`src/rtl/mem_store_tracer.sv`:
```
// rtl/mem_store_tracer.sv - processor store-event tracer with capture FIFO
//
// Captures {MemAddr_IO, MemD_IO} on each rising edge of MemRW_IO (while
// trace_en=1) into a DEPTH-entry FIFO and presents the oldest entry.
// Optional macro: STORE_TRACE_DROP_CNT_EN enables the saturating drop counter.
//
// Ports:
//   clk, rst          clock, asynchronous active-low reset
//   MemRW_IO          processor bus direction (1 = store)
//   MemAddr_IO        processor bus address
//   MemD_IO           processor bus store data
//   trace_en          capture enable, sampled at event detection
//   clear             synchronous flush of FIFO and flags
//   out_valid/ready   head entry handshake
//   out_addr/data     head entry contents
//   count             current occupancy
//   overflow          sticky: at least one store dropped
//   drop_cnt          dropped-store count (0 when the counter is not built)
module mem_store_tracer #(
   parameter int DEPTH  = 8,
   parameter int ADDR_W = 8,
   parameter int DATA_W = 16
) (
   input  logic                     clk,
   input  logic                     rst,
   input  logic                     MemRW_IO,
   input  logic [ADDR_W-1:0]        MemAddr_IO,
   input  logic [DATA_W-1:0]        MemD_IO,
   input  logic                     trace_en,
   input  logic                     clear,
   output logic                     out_valid,
   input  logic                     out_ready,
   output logic [ADDR_W-1:0]        out_addr,
   output logic [DATA_W-1:0]        out_data,
   output logic [$clog2(DEPTH):0]   count,
   output logic                     overflow,
   output logic [7:0]               drop_cnt
);

   localparam int PW = $clog2(DEPTH);
   localparam int CW = PW + 1;
   localparam int EW = ADDR_W + DATA_W;
   localparam logic [CW-1:0] FULL = CW'(DEPTH);

   logic              rw_q;
   logic              armed_q;
   logic [PW-1:0]     wr_ptr_q, wr_ptr_d;
   logic [PW-1:0]     rd_ptr_q, rd_ptr_d;
   logic [CW-1:0]     count_q, count_d;
   logic [ADDR_W-1:0] out_addr_q, out_addr_d;
   logic [DATA_W-1:0] out_data_q, out_data_d;
   logic              ovf_q, ovf_d;
   logic [EW-1:0]     mem_q [DEPTH];

   logic evt, full, empty, pop, push, drop;

   always_comb begin
      // armed_q blocks the first cycle after reset release, so a store already
      // high at release is not mistaken for a rising edge.
      evt   = MemRW_IO & ~rw_q & trace_en & armed_q;
      full  = (count_q == FULL);
      empty = (count_q == '0);
      pop   = ~empty & out_ready;
      push  = evt & (~full | pop);
      drop  = evt & full & ~pop;

      wr_ptr_d   = wr_ptr_q + PW'(push);
      rd_ptr_d   = rd_ptr_q + PW'(pop);
      count_d    = count_q + CW'(push) - CW'(pop);
      ovf_d      = ovf_q | drop;
      out_addr_d = out_addr_q;
      out_data_d = out_data_q;

      // Registered head: when the new entry itself becomes the head (FIFO
      // empty after this edge's pop), take it from the bus, else from storage.
      if (count_d != '0) begin
         if (push && (rd_ptr_d == wr_ptr_q)) begin
            out_addr_d = MemAddr_IO;
            out_data_d = MemD_IO;
         end else begin
            {out_addr_d, out_data_d} = mem_q[rd_ptr_d];
         end
      end

      if (clear) begin
         wr_ptr_d = '0;
         rd_ptr_d = '0;
         count_d  = '0;
         ovf_d    = 1'b0;
      end
   end

   always_ff @(posedge clk or negedge rst) begin
      if (!rst) begin
         rw_q       <= 1'b0;
         armed_q    <= 1'b0;
         wr_ptr_q   <= '0;
         rd_ptr_q   <= '0;
         count_q    <= '0;
         out_addr_q <= '0;
         out_data_q <= '0;
         ovf_q      <= 1'b0;
      end else begin
         rw_q       <= MemRW_IO;
         armed_q    <= 1'b1;
         wr_ptr_q   <= wr_ptr_d;
         rd_ptr_q   <= rd_ptr_d;
         count_q    <= count_d;
         out_addr_q <= out_addr_d;
         out_data_q <= out_data_d;
         ovf_q      <= ovf_d;
      end
   end

   always_ff @(posedge clk) begin
      if (push && !clear) begin
         mem_q[wr_ptr_q] <= {MemAddr_IO, MemD_IO};
      end
   end

`ifdef STORE_TRACE_DROP_CNT_EN
   logic [7:0] drop_q;

   always_ff @(posedge clk or negedge rst) begin
      if (!rst) begin
         drop_q <= 8'd0;
      end else if (clear) begin
         drop_q <= 8'd0;
      end else if (drop && (drop_q != 8'hFF)) begin
         drop_q <= drop_q + 8'd1;
      end
   end

   assign drop_cnt = drop_q;
`else
   assign drop_cnt = 8'd0;
`endif

   assign out_valid = ~empty;
   assign out_addr  = out_addr_q;
   assign out_data  = out_data_q;
   assign count     = count_q;
   assign overflow  = ovf_q;

endmodule

```
`config.mk`:
```
export PLATFORM = sky130hd
export DESIGN_NAME = mem_store_tracer
export DESIGN_NICKNAME = d
export VERILOG_FILES = /design/src/rtl/mem_store_tracer.sv
export SDC_FILE = /design/constraint.sdc
export NUM_CORES = 1
export LEC_CHECK = 0
export CORE_MARGIN = 5
export CORE_UTILIZATION = 55
export CTS_CLUSTER_DIAMETER = 150
export DETAILED_ROUTE_END_ITERATION = 8
export GPL_TIMING_DRIVEN = 1
export PLACE_DENSITY = 0.74
export SYNTH_ARGS = -nofsm -noshare
export SYNTH_HDL_FRONTEND = slang
export SYNTH_SLANG_ARGS = --single-unit
```
`constraint.sdc`:
```
create_clock -name clk -period 6.9 [get_ports clk]
set_input_delay 1.38 -clock clk [delete_from_list [all_inputs] [get_ports clk]]
set_output_delay 1.38 -clock clk [all_outputs]
set_load 0.005 [all_outputs]
```
==> impl_metrics.sql <==
INSERT INTO impl_metrics (metric_group, metric, value, unit) VALUES
('synth', 'synth_compound_area_frac', '0.0594', ''),
('hold_path', 'hold_end', 'overflow', ''),
('flow_run', 'maxCapViolations', '0', ''),
('worst_setup_path', 'crit_fanout', '26', ''),
('timing', 'period_share', '0.668', ''),
('synth', 'post_synth_xor_area_fraction', '0.00825', ''),
('cells_and_area', 'fillCellCount', '1157', ''),
('cells_and_area', 'mostFrequentLayoutCell', 'edfxtp_1', ''),
('timing', 'setup_repair_after_global_routing_missed_its_margin', 'false', ''),
('synth', 'syn-instance-count', '583', ''),
('timing', 'setup-tns-final', '0', 'ps'),
('worst_setup_path', 'cp_data_required_time', '7310', 'ps'),
('placement', 'dp_wirelength', '10.3', 'mm'),
('cells_and_area', 'num-nets-final', '680', ''),
('die', 'io_pins', '68', ''),
('grt', 'grt_remaining_overflow', '0', ''),
('synth', 'synth_area_leaders', 'edfxtp_1 62%, mux2i_1 10%, dfrtp_1 10%, a22oi_1 3.9%, a31oi_1 1.6%', ''),
('detailed_routing', 'post-route-drc-count', '0', ''),
('cells_and_area', 'finalCoreUtilization', '0.648', ''),
('timing', 'final_max_slew_viol_count', '0', ''),
('synth', 'largest_family_of_logic_cells_by_synthesized_area', 'multiplexers', ''),
('die', 'die_w', '140', 'µm'),
('worst_setup_path', 'crit_path_frequent_cell', 'inv_1', ''),
('worst_setup_path', 'crit_path_start_kind', 'input port', ''),
('worst_setup_path', 'timing.setup.critical_path_class', 'in2reg', ''),
('timing', 'clock.fmax', '0.217', 'GHz'),
('pwr', 'total_chip_power', '4100', 'µW'),
('grt', 'grt_start_max_net_pins', '63', ''),
('worst_setup_path', 'crit_path_cell_trace', 'clkdlybuf4s50_1 -> or2b_1 -> a31oi_4 -> inv_1 -> o21ai_0 -> ha_1 -> inv_1 -> fa_1 -> xnor2_1 -> nor4b_1 -> mux2i_4 -> buf_4 -> nor2_1 -> a31oi_1', ''),
('worst_setup_path', 'timing.rr.start', 'count[2]', ''),
('detailed_routing', 'vias', '5028', ''),
('grt', 'grt_first_pass_wirelength', '29.7', 'mm'),
('timing', 'clock_skew', '7.26', 'ps'),
('timing', 'layout_min_cycle_time', '4610', 'ps'),
('die', 'floorplan.die.height', '140', 'µm'),
('synth', 'post_synth_and_or_nand_nor_area_fraction', '0.0572', ''),
('worst_setup_path', 'cp-end-kind', 'flop', ''),
('clock_tree', 'cts_max_path_buffers', '3', ''),
('timing', 'worst-slew-pin-transition', '1070', 'ps'),
('synth', 'synth_largest_type_area_fraction', '0.623', ''),
('clock_tree', 'cts-htree-levels', '1', ''),
('detailed_routing', 'first_iter_violations', '300', ''),
('cells_and_area', 'antenna_cells_inserted', '0', ''),
('hold_path', 'hold_depth', '2', ''),
('worst_setup_path', 'worst-r2r-cell-count', '15', ''),
('worst_setup_path', 'cp_slowest_cell', 'mux2i_4', ''),
('pwr', 'pwr_per_cell_area', '384', 'nW/µm²'),
('worst_setup_path', 'worst_path_largest_cell_delay', '630', 'ps'),
('synth', 'post_synth_num_cell_types', '38', ''),
('clock_tree', 'cts_made_buffers', '22', ''),
('detailed_routing', 'drt_first_pass_iters', '4', ''),
('die', 'placeableCoreArea', '16500', 'µm²'),
('synth', 'post_synth.cell_area_avg', '15.9', 'µm²'),
('synth', 'yosysWarningCount', '0', ''),
('timing', 'maxSlewHeadroom', '0.286', ''),
('synth', 'yosys.area_share.adder', '0.0143', ''),
('clock_tree', 'post-cts-setup-buffers', '0', ''),
('synth', 'synth_top_cell_by_area', 'edfxtp_1', ''),
('die', 'rows', '47', ''),
('worst_setup_path', 'cp_data_arrival_time', '5020', 'ps'),
('synth', 'synth.mux.area_fraction', '0.105', ''),
('hold_path', 'holdCritPathClass', 'reg2reg', ''),
('cells_and_area', 'layout_cell_share_with_drive_strength_beyond_1', '0.0823', ''),
('clock_tree', 'clk_latency', '490', 'ps'),
('detailed_routing', 'post_drt_wl_per_cell', '21.6', 'µm'),
('placement', 'globalplace.congestion', '0.766', ''),
('pwr', 'static-leakage-power', '0.00355', 'µW'),
('die', 'die_area', '19500', 'µm²'),
('status', 'run_status', 'finished clean', ''),
('hold_path', 'hold_start', 'overflow', ''),
('pwr', 'worst_ir_drop_vdd', '331', 'µV');
-- stage by stage --
step                      setup slack [ps]  hold WS (ps)  instances  area, µm²
after CTS                             2320           507        876      10700
after global placement                2100           491        836      10000
after detailed placement              1860           494        836      10000
final                                 2290           500        876      10700
after floorplan                       2510           489        590       9280
after global routing                  1980           572        876      10700
-- logic make-up (layout without fill, tap and decap cells) --
| logic type | count (synthesis) | after routing |
|---|---|---|
| DFF | 229 | 229 |
| and+or+nand+nor | 114 | 114 |
| muxes | 97 | 97 |
| AOI/OAI and AO/OA | 76 | 76 |
| buffers and inverters | 48 | 114 |
| adders and majority gates | 10 | 10 |
| xor gates and xnor gates | 7 | 7 |
| other | 2 | 9 |
-- cell type report --
class,instances,area (µm²),share of cell area
Clock inverter,4,22.5,0.00210
Multi-Input combinational cell,313,2370,0.222
Sequential cell,229,6690,0.625
Clock buffer,36,664,0.0621
Timing Repair Buffer,68,653,0.0610
Inverter,6,22.5,0.00210
Tap cell,220,275,0.0257
-- report_power, final --
group / switching [µW] / internal (µW) / leakage, µW
Sequential: 66.5 / 1610 / 0.00217
Combinational: 700 / 605 / 0.00105
Clock: 470 / 657 / 0.000335
-- critical path: cells and delay by family --
kind | cells | cell delay [ps]
fa+ha+maj | 2 | 600
xor+xnor | 1 | 230
buf+inv | 4 | 1040
simple gates | 3 | 490
compound gates | 3 | 640
mux | 1 | 630
-- layer usage --
metal / global-route usage / part of all wire / vias to the layer above
li1: - / - / 2320
met1: 0.249 / 0.39 / 2491
met2: 0.347 / 0.51 / 184
met3: 0.0288 / 0.079 / 33
met4: 0.0541 / 0.020 / 0
met5: 0 / 0 / -
-- state kept, by name, indices dropped and copies added (netlist names), 3 cells and up --
| register | flops |
|---|---|
| mem_q | 192 |
| out_data | 16 |
| rd_ptr_q | 3 |
| count | 4 |
| wr_ptr_q | 3 |
| out_addr | 8 |
-- worst max-delay path by stage --
stage / from / end / slack [ps]
finish: out_ready / out_data[9] / 2290
global route: out_ready / out_data[9] / 1980
floorplan: out_ready / mem_q[0][0] / 2510
detailed placement: out_ready / out_data[6] / 1860
CTS: out_ready / out_data[9] / 2320
global placement: out_ready / out_data[8] / 2100
-- synthesized netlist by cell type --
cell      number
a21o_1         1
a21oi_1        1
a22oi_1       48
a31oi_1       24
a31oi_4        1
and2_1         2
and2_4         1
buf_1          2
buf_12         2
buf_2         15
buf_4         10
buf_8          2
clkbuf_1      10
clkbuf_2       1
conb_1         2
dfrtp_1       37
edfxtp_1     192
fa_1           1
ha_1           9
inv_1          6
mux2i_1       97
nand2_1       28
nand2b_1       2
nand3_1       25
nand3b_1       1
nand4b_1       1
nor2_1        39
nor2b_1        8
nor3_1         2
nor3_2         1
nor4b_1        1
nor4bb_1       1
o21ai_0        1
or2b_1         1
or3_1          1
xnor2_1        4
xor2_1         2
xor3_1         1
No activity file was read; power rests on OpenSTA's default activity.
